## config.mk

```make
export PLATFORM = sky130hd
export DESIGN_NAME = ifetch_queue
export DESIGN_NICKNAME = d
export VERILOG_FILES = /design/src/rtl/ifetch_queue.sv
export SDC_FILE = /design/constraint.sdc
export NUM_CORES = 1
export LEC_CHECK = 0
export CAP_MARGIN = 40
export CORE_ASPECT_RATIO = 1.75
export CORE_MARGIN = 2
export CORE_UTILIZATION = 28
export CTS_CLUSTER_DIAMETER = 150
export CTS_CLUSTER_SIZE = 28
export DETAILED_ROUTE_END_ITERATION = 8
export GPL_ROUTABILITY_DRIVEN = 0
export PLACE_DENSITY = 0.45
export SYNTH_ARGS = -nofsm -noshare
export SYNTH_HDL_FRONTEND = slang
export SYNTH_SLANG_ARGS = --single-unit
export TNS_END_PERCENT = 20
```

## constraint.sdc

```tcl
create_clock -name clk -period 3.8 [get_ports clk]
set_input_delay 0.57 -clock clk [delete_from_list [all_inputs] [get_ports clk]]
set_output_delay 0.57 -clock clk [all_outputs]
set_load 0.005 [all_outputs]
```

## src/rtl/ifetch_queue.sv

```systemverilog
// Fetch-to-decode instruction queue: in-order FIFO of instr/PC pairs with first-word fall-through.
// Optional same-cycle fetch-to-decode bypass when empty: define IFETCH_QUEUE_BYPASS_EN.
module ifetch_queue #(
  parameter int XLEN  = 32,
  parameter int DEPTH = 4,
  parameter int CNT_W = $clog2(DEPTH + 1)
) (
  input  logic             clk,
  input  logic             reset_n,
  input  logic             flush_i,
  input  logic             if_valid_i,
  input  logic [31:0]      if_instr_i,
  input  logic [XLEN-1:0]  if_pc_i,
  output logic             if_ready_o,
  output logic             dec_valid_o,
  output logic [31:0]      dec_instr_o,
  output logic [XLEN-1:0]  dec_pc_o,
  input  logic             dec_ready_i,
  output logic [CNT_W-1:0] count_o,
  output logic             full_o,
  output logic             empty_o
);

  localparam int PTR_W = $clog2(DEPTH);

  typedef struct packed {
    logic [31:0]     instr;
    logic [XLEN-1:0] pc;
  } entry_t;

  entry_t           mem_q [DEPTH];
  logic [PTR_W-1:0] wr_ptr_q, wr_ptr_d;
  logic [PTR_W-1:0] rd_ptr_q, rd_ptr_d;
  logic [CNT_W-1:0] count_q, count_d;

  logic   full, empty, push, pop, wr_en, rd_en;
  logic   bypass, bypass_take;
  entry_t head;

  assign full  = (count_q == CNT_W'(DEPTH));
  assign empty = (count_q == '0);

`ifdef IFETCH_QUEUE_BYPASS_EN
  // Reset gates the bypass so outputs read idle while reset_n is low.
  assign bypass = reset_n & empty & if_valid_i & ~flush_i;
`else
  assign bypass = 1'b0;
`endif

  always_comb begin
    head = mem_q[rd_ptr_q];
    if (bypass) head = '{instr: if_instr_i, pc: if_pc_i};
  end

  assign dec_valid_o = ~empty | bypass;
  assign dec_instr_o = {32{dec_valid_o}} & head.instr;
  assign dec_pc_o    = {XLEN{dec_valid_o}} & head.pc;
  assign if_ready_o  = ~full;
  assign full_o      = full;
  assign empty_o     = empty;
  assign count_o     = count_q;

  assign push        = if_valid_i & ~full & ~flush_i;
  assign pop         = dec_valid_o & dec_ready_i & ~flush_i;
  // A bypassed pair consumed in the same cycle never touches storage or pointers.
  assign bypass_take = bypass & dec_ready_i;
  assign wr_en       = push & ~bypass_take;
  assign rd_en       = pop & ~bypass_take;

  always_comb begin
    wr_ptr_d = wr_ptr_q;
    rd_ptr_d = rd_ptr_q;
    count_d  = count_q;
    if (flush_i) begin
      wr_ptr_d = '0;
      rd_ptr_d = '0;
      count_d  = '0;
    end else begin
      if (wr_en) wr_ptr_d = wr_ptr_q + PTR_W'(1);
      if (rd_en) rd_ptr_d = rd_ptr_q + PTR_W'(1);
      if (wr_en && !rd_en)      count_d = count_q + CNT_W'(1);
      else if (rd_en && !wr_en) count_d = count_q - CNT_W'(1);
    end
  end

  // NOTE: state uses non-blocking assignments so every flop samples pre-edge values.
  always_ff @(posedge clk or negedge reset_n) begin
    if (!reset_n) begin
      wr_ptr_q <= '0;
      rd_ptr_q <= '0;
      count_q  <= '0;
    end else begin
      wr_ptr_q <= wr_ptr_d;
      rd_ptr_q <= rd_ptr_d;
      count_q  <= count_d;
    end
  end

  // NOTE: storage has no reset; count gating dec_valid_o keeps stale entries invisible.
  always_ff @(posedge clk) begin
    if (wr_en) mem_q[wr_ptr_q] <= '{instr: if_instr_i, pc: if_pc_i};
  end

`ifndef SYNTHESIS
  always_ff @(posedge clk) begin
    if (reset_n) begin
      assert (count_q <= CNT_W'(DEPTH))
        else $error("ifetch_queue: count %0d exceeds depth", count_q);
      assert (!(rd_en && empty))
        else $error("ifetch_queue: pop while empty");
    end
  end
`endif

endmodule

```

==> flow_summary_export.csv, run 1 <==
group,metric,value,unit
flow_run,maxCapViolations,0,
timing,finClkSkew,0.0136,ns
floorplanning,start_util,28.4,%
global_route,overflow,0,
clock_network,cts.sinks,263,
global_route,busiest_layer,"met2",
clock_network,cts-buffers-inserted,13,
clock_network,root_buffer,"clkbuf_16",
layout,fin_area,12600,sq um
timing,tns,0,ns
synth,ys_ff_latch,263,
synth,synth_seq_area_share,77.0,%
floorplanning,ios,140,
critical_path,crit_path_top_delay_cell,"dfrtp_4",
synth,netlist_instances,470,
floorplanning,dieArea,38100,sq um
timing,rsz0062_at_grt,"no",
critical_path,cp.arrival,2.76,ns
global_route,grt_pass1_vias,5363,
synth,ys_types,33,
floorplanning,die_y,257,um
detailed_routing,avgRoutedWirePerCell,20.7,um
power_and_ir_drop,vdd.ir_drop.worst,236,uV
timing,fmax,300,MHz
synth,ys_warn_count,0,
global_route,globalRouteMet1Util,13.3,%
timing,slew_headroom,50.3,%
floorplanning,rows,92,
global_route,met2_usage,22.7,%
detailed_routing,wl,22300,um
clock_network,ctsLongestPathBuffers,3,
clock_network,clk_latency,0.49,ns
detailed_routing,ant_nets,0,
critical_path,max_stage_delay,0.74,ns
global_route,grt_pass1_wl,33600,um
synth,async_flop_share,2.66,%
clock_network,htreeDepth,1,
critical_path,critPathKind,"reg2out",
layout,area_growth,23.0,%
placed_design,dpl_cell_area,12200,sq um
synth,syn-cell-area,10200,sq um
synth,syn_area_per_cell,21.7,sq um
detailed_routing,firstDrtPassIters,4,
layout,final_common_cell,"edfxtp_1",
critical_path,cp_cell_sequence,"buf_12, mux4_2, and2_1, clkdlybuf4s50_1",
detailed_routing,drc,0,
power_and_ir_drop,p_leak,0.00383,uW
clock_network,cts_tree,"yes",
critical_path,critPathMaxFanout,26,
timing,setup_viol,0,
detailed_routing,vias_per_cell,4.44,
detailed_routing,drt_iter0_drc,271,
synth,synth_top_flop_cell,"edfxtp_1",
critical_path,r2r_cells,7,
critical_path,cp-start-kind,"flip-flop",
timing,period_minus_slack,3.33,ns
floorplanning,core_area,36000,sq um
clock_network,cts_setup_buffers,0,
placed_design,hpwl,13600,um
global_route,track_usage,11.8,%
power_and_ir_drop,powerDensity,542,nW/um^2
floorplanning,die_w,148,um
layout,drive_gt1_share,15.3,%
critical_path,required,3.23,ns
clock_network,clkTransAtPathRegs,0.10,ns
timing,period_share,87.7,%
global_route,antenna_found_initial,3,
power_and_ir_drop,total_power,6810,uW
global_route,grt_max_degree,69,
synth,synth_enable_flop_cells,256,
clock_network,cts_hold_buf,0,
layout,layout_common_cells,"edfxtp_1, clkdlybuf4s50_1, mux4_2, and2_1, clkbuf_16",
clock_network,post_cts_resized,0,
timing,worst_slew_pin_slew,0.746,ns
synth,syn-num-nets,544,
timing,slew_viol_final,0,
layout,fin_nets,680,
placed_design,portBuffers,139,
critical_path,endpoint_kind,"output pin",
global_route,grt_use_met3,1.44,%
detailed_routing,vias,4803,
layout,fillCellCount,3372,
status,status,"finished clean",
timing,finalHoldViolCount,0,
min_path,min_path_type,"in2async",
[Yosys cell counts, types with 2 or more instances]
| cell type | number | share of area, % |
|---|---|---|
| edfxtp_1 | 256 | 75 |
| and2_1 | 68 | 4.2 |
| inv_1 | 7 | 0.26 |
| xnor2_1 | 2 | 0.17 |
| xor2_1 | 2 | 0.17 |
| buf_6 | 5 | 0.55 |
| a211oi_1 | 2 | 0.15 |
| ha_1 | 4 | 0.49 |
| nand3_1 | 3 | 0.15 |
| nor2_1 | 4 | 0.15 |
| o21ai_0 | 3 | 0.15 |
| clkbuf_1 | 10 | 0.37 |
| mux4_2 | 64 | 14 |
| buf_4 | 3 | 0.22 |
| buf_2 | 6 | 0.29 |
| nand2_1 | 6 | 0.22 |
| a21oi_1 | 3 | 0.15 |
| dfrtp_1 | 7 | 1.7 |
[per-stage QoR]
stage,util [%],cells,hold slack (ns),worst slack [ns]
after floorplan,-,470,0.274,0.698
after detailed placement,33.9,1061,0.581,0.787
after global routing,34.9,1081,0.354,0.292
after global placement,33.9,1061,0.576,0.802
after CTS,34.9,1079,0.334,0.349
final,34.9,1081,0.360,0.468
[final cells by class]
| type | instances | area, sq um | share of cell area, % |
|---|---|---|---|
| clock buffer | 17 | 340 | 2.71 |
| multi-input combinational | 175 | 2180 | 17.4 |
| clock inverter | 1 | 20.0 | 0.159 |
| timing repair buffer | 146 | 1530 | 12.2 |
| tap | 470 | 588 | 4.68 |
| antenna | 2 | 5.00 | 0.0398 |
| inverter | 7 | 26.3 | 0.209 |
| sequential | 263 | 7870 | 62.6 |
[path summary, 6_finish.rpt]
path	from	end	slack [ns]
setup / recovery	rd_ptr_q[0]	dec_instr_o[31]	0.47
hold / removal	reset_n	rd_ptr_q[1]	0.36
setup reg to reg	count_o[2]	count_o[1]	1.29
hold reg to reg	wr_ptr_q[1]	wr_ptr_q[1]	0.61
max in group asynchronous	reset_n	rd_ptr_q[0]	3.13
min in group clk	wr_ptr_q[1]	wr_ptr_q[1]	0.61
[worst max-delay path, delay by kind of cell (launching register included)]
family / cells / cell delay, ns
buf+inv: 2 / 0.77
flops: 1 / 0.74
mux: 1 / 0.52
simple gates: 1 / 0.21
[layer usage]
metal,part of all wire [%],routed length (um)
met1,38,8520
met2,57,12700
met3,3.1,695
met4,2.0,454
met5,0.058,13
[registers in the layout (all words and copies together) (netlist names)]
name	flops
count_o	3
mem_q	256
rd_ptr_q	2
wr_ptr_q	2
[report_power, final]
part           internal, uW  switching (uW)
Sequential             3330             110
Combinational          1100             747
Clock                   652             876
Total                  5080            1730
[cell families (layout without fill, tap and decap cells)]
| group | Yosys count | after routing | share of synthesized area (%) |
|---|---|---|---|
| adders and majority gates | 5 | 5 | 0.686 |
| and+or+nand+nor | 87 | 87 | 5.13 |
| muxes | 65 | 65 | 14.2 |
| DFF | 263 | 263 | 77.0 |
| AOI/OAI and AO/OA | 14 | 14 | 0.919 |
| xor gates and xnor gates | 4 | 4 | 0.343 |
| other | 0 | 2 | 0 |
| buffers and inverters | 32 | 171 | 1.74 |
(Power assumes the default switching activity.)
==> run 2, diff against run 1 <==
Settings changed: CORE_UTILIZATION 28 to 40, PLACE_DENSITY 0.45 to 0.6, RECOVER_POWER set to 100.
Clock period 3.8 ns to 3.1 ns, I/O delays scaled along.
==> flow_summary_export.csv, run 2 (synthesis gave the netlist of run 1 again) <==
group,metric,value,unit
detailed_routing,vias,4897,
floorplanning,ios,140,
global_route,grt_pass1_wl,31600,um
layout,regArea,7870,sq um
detailed_routing,firstDrtPassIters,4,
detailed_routing,drc,0,
floorplanning,start_util,40.6,%
floorplanning,die_y,215,um
critical_path,endpoint_kind,"output pin",
timing,worst_slew_pin_slew,1.19,ns
clock_network,htreeDepth,1,
critical_path,cp.arrival,2.52,ns
power_and_ir_drop,vdd.ir_drop.worst,500,uV
power_and_ir_drop,powerDensity,667,nW/um^2
clock_network,clkTransAtPathRegs,0.10,ns
placed_design,pre_cts_slack,0.389,ns
detailed_routing,drt_iter0_drc,311,
flow_run,maxCapViolations,0,
status,status,"finished clean",
placed_design,portBuffers,139,
layout,layout_common_cells,"edfxtp_1, dlygate4sd3_1, mux4_2, clkdlybuf4s50_1, and2_0",
clock_network,cts_tree,"yes",
layout,drive_gt1_share,16.7,%
floorplanning,die_w,125,um
global_route,grt_pass1_vias,5497,
floorplanning,core_area,25100,sq um
global_route,antenna_found_initial,6,
timing,period_share,96.2,%
timing,finClkSkew,0.0190,ns
placed_design,hpwl,12800,um
floorplanning,dieArea,26900,sq um
detailed_routing,avgRoutedWirePerCell,21.4,um
timing,period_minus_slack,2.98,ns
floorplanning,rows,77,
critical_path,reg2reg_slack,0.25,ns
critical_path,critPathKind,"reg2out",
critical_path,required,2.63,ns
layout,top_register,"mem_q",
clock_network,cts-buffers-inserted,13,
timing,rsz0062_at_grt,"no",
clock_network,cts.sinks,263,
clock_network,clk_latency,0.49,ns
timing,tns,0,ns
timing,setup_ws,0.119,ns
layout,final_common_cell,"edfxtp_1",
layout,area_growth,22.4,%
layout,fillCellCount,2049,
layout,largest_reg_flops,256,
detailed_routing,ant_nets,0,
timing,slew_headroom,20.9,%
global_route,overflow,0,
min_path,min_path_type,"in2async",
clock_network,root_buffer,"clkbuf_16",
global_route,track_usage,15.3,%
detailed_routing,vias_per_cell,5.18,
layout,multi_input_area,2170,sq um
timing,finalHoldViolCount,0,
power_and_ir_drop,p_leak,0.00391,uW
clock_network,ctsLongestPathBuffers,3,
timing,slew_viol_final,0,
clock_network,cts_hold_buf,0,
critical_path,cp-start-kind,"flip-flop",
layout,fin_nets,694,
detailed_routing,wl,20300,um
timing,setup_viol,0,
global_route,grt_max_degree,69,
timing,fmax,335,MHz
critical_path,critPathMaxFanout,25,
## run 2: cell count changes in the layout (fill, tap and decap cells not counted), moves of 3 or more
cell	before	now
clkdlybuf4s50_1	139	64
dlygate4sd3_1	0	75
and2_0	0	38
and2_1	64	30
buf_4	0	7
and2_4	4	0
clkbuf_1	4	8
clkbuf_4	0	3
## run 2: final timing paths
| kind | cells after the start | end | start |
|---|---|---|---|
| max in group asynchronous | 1 | count_o[0] | reset_n |
| worst max-delay path | 4 | dec_pc_o[25] | rd_ptr_q[1] |
| worst min register to register | 2 | wr_ptr_q[1] | wr_ptr_q[1] |
| worst min-delay path | 1 | rd_ptr_q[0] | reset_n |
| worst max register to register | 5 | mem_q[1][14] | count_o[2] |
| min in group clk | 2 | wr_ptr_q[1] | wr_ptr_q[1] |
## run 2: layer usage
| metal | vias up | GRT usage (%) | wire [um] |
|---|---|---|---|
| li1 | 2183 | - | - |
| met1 | 2556 | 17.7 | 7740 |
| met2 | 122 | 28.8 | 11300 |
| met3 | 30 | 2.26 | 787 |
| met4 | 6 | 4.94 | 402 |
| met5 | - | 0 | 43 |
## run 2: worst max-delay path: stages (launching register included)
cell and delay, ns:
dfrtp_4 0.74, buf_12 0.24, mux4_2 0.29, and2_1 0.16
dlygate4sd3_1 0.58
## run 2: through the flow
step	cells	hold WS (ns)	total power, uW	util [%]	cell area (sq um)
after floorplan	470	0.169	5420	-	10200
after global placement	919	0.583	6610	48.3	12100
after detailed placement	919	0.594	6650	48.3	12100
after CTS	943	0.225	8550	49.8	12500
after global routing	946	0.315	8740	49.7	12500
final	946	0.302	8340	49.7	12500
## run 2: area by class of cell
cell class,instances,share of cell area (%)
tap,316,3.16
inverter,7,0.210
sequential,263,63.0
multi-input combinational,175,17.4
clock buffer,20,2.81
timing repair buffer,160,13.2
antenna,3,0.0600
clock inverter,2,0.230
## run 2: repair_timing
action                                  4_1_cts  5_1_grt
setup buffers                                 2        0
gates resized for setup                       0        2
endpoints found under the hold margin         0        0
endpoints found under the setup margin        2        6
## run 2: report_power, final
part	internal [uW]	switching [uW]
clock	820	1070
sequential	4090	101
combinational	1340	927
==> run 3, diff against run 2 <==
Settings changed: CORE_UTILIZATION 40 to 55, PLACE_DENSITY 0.6 to 0.79.
==> flow_summary_export.csv, run 3 (synthesis gave the netlist of run 1 again) <==
group,metric,value,unit
critical_path,critPathKind,"reg2out",
critical_path,critPathMaxFanout,68,
timing,setup_ws,0.115,ns
floorplanning,die_y,184,um
layout,finalNonFillerCells,862,
global_route,grt_pass1_vias,5292,
timing,slew_viol_final,0,
critical_path,critPathTopFamily,"simple AND/OR/NAND/NOR gates",
detailed_routing,wl,19200,um
layout,fin_area,12300,sq um
global_route,grt_pass1_wl,29700,um
global_route,antenna_found_initial,7,
layout,top_register,"mem_q",
power_and_ir_drop,vdd.ir_drop.worst,508,uV
detailed_routing,firstDrtPassIters,4,
global_route,track_usage,19.9,%
timing,fmax,335,MHz
timing,finClkSkew,0.0200,ns
clock_network,root_buffer,"clkbuf_16",
detailed_routing,ant_nets,0,
placed_design,pre_cts_slack,0.410,ns
detailed_routing,vias_per_cell,5.70,
critical_path,endpoint_kind,"output pin",
detailed_routing,avgRoutedWirePerCell,22.3,um
detailed_routing,vias,4911,
floorplanning,die_w,107,um
critical_path,cp.arrival,2.52,ns
layout,fin_nets,690,
clock_network,cts.sinks,263,
timing,finalHoldViolCount,0,
critical_path,cp_cell_sequence,"or3_4, and2_1, dlygate4sd3_1",
min_path,min_path_type,"in2async",
timing,period_minus_slack,2.98,ns
timing,setup_viol,0,
clock_network,clkTransAtPathRegs,0.11,ns
clock_network,cts_hold_buf,0,
timing,rsz0062_at_grt,"no",
status,status,"finished clean",
critical_path,required,2.63,ns
global_route,overflow,0,
placed_design,dpl.cell_count,839,
timing,period_share,96.3,%
timing,slew_headroom,9.76,%
placed_design,portBuffers,139,
layout,drive_gt1_share,16.0,%
placed_design,hpwl,12400,um
floorplanning,rows,66,
floorplanning,start_util,55.5,%
critical_path,cp-start-kind,"flip-flop",
layout,area_growth,20.5,%
layout,layout_common_cells,"edfxtp_1, dlygate4sd3_1, mux4_2",
critical_path,reg2reg_slack,0.22,ns
power_and_ir_drop,powerDensity,666,nW/um^2
detailed_routing,drt_iter0_drc,307,
clock_network,clk_latency,0.47,ns
flow_run,maxCapViolations,0,
clock_network,cts-buffers-inserted,13,
floorplanning,core_area,18400,sq um
power_and_ir_drop,total_power,8200,uW
critical_path,crit_path_top_delay_cell,"or3_4",
clock_network,ctsLongestPathBuffers,3,
placed_design,dpl_cell_area,12000,sq um
critical_path,max_stage_delay,0.67,ns
detailed_routing,drc,0,
clock_network,cts_tree,"yes",
global_route,grt_max_degree,69,
critical_path,crit_buf_inv,1,
power_and_ir_drop,p_leak,0.00389,uW
layout,largest_reg_flops,256,
clock_network,htreeDepth,1,
timing,tns,0,ns
floorplanning,ios,140,
timing,worst_slew_pin_slew,1.35,ns
floorplanning,dieArea,19700,sq um
layout,final_common_cell,"edfxtp_1",
[run 3: what timing repair did]
action / in CTS / in global routing
setup endpoints to repair: 0 / 2
gates resized for setup: 0 / 1
setup buffers: 0 / 0
hold endpoints to repair: 0 / 0
[run 3: cell type report]
| cell class | instances | area, sq um |
|---|---|---|
| Sequential cell | 263 | 7870 |
| Fill cell | 1186 | 6100 |
| Multi-Input combinational cell | 175 | 2170 |
| Timing Repair Buffer | 156 | 1570 |
| Clock buffer | 17 | 340 |
| Tap cell | 238 | 298 |
| Inverter | 7 | 26.3 |
| Clock inverter | 1 | 20.0 |
| Antenna cell | 5 | 12.5 |
[run 3: power by group]
part	total (uW)	internal, uW	switching, uW
registers	4160	4090	75.9
logic	2230	1300	933
clock network	1810	796	1010
[run 3: metrics by stage]
step | util, % | hold slack (ns)
after floorplan | - | 0.169
after global placement | 65.0 | 0.569
after detailed placement | 65.0 | 0.590
after CTS | 67.0 | 0.244
after global routing | 66.8 | 0.329
final | 66.9 | 0.325
[run 3: per-layer routing]
layer  part of all wire [%]  GRT usage (%)  up-vias  wire length (um)
met2                     55           36.3      133             10500
li1                       -              -     2174                 -
met1                     38           24.2     2565              7280
met3                    4.1           3.04       37               797
met5                  0.036              0        -                 7
met4                    3.3           6.39        2               626
[run 3: path summary, 6_finish.rpt]
check                             from         endpoint  depth (start not counted)
max                         count_o[0]  dec_instr_o[14]                          3
min                            reset_n       count_o[0]                          1
max reg2reg                 count_o[2]     mem_q[0][17]                          5
min reg2reg                wr_ptr_q[1]      wr_ptr_q[1]                          2
max in group asynchronous      reset_n      rd_ptr_q[0]                          1
min in group clk           wr_ptr_q[1]      wr_ptr_q[1]                          2
[run 3: worst reg2reg max path: cells and delay by family (launching register included)]
family                 cells  cell delay, ns
and+or+nand+nor            4            1.65
buffers and inverters      1            0.43
DFF                        1            0.50
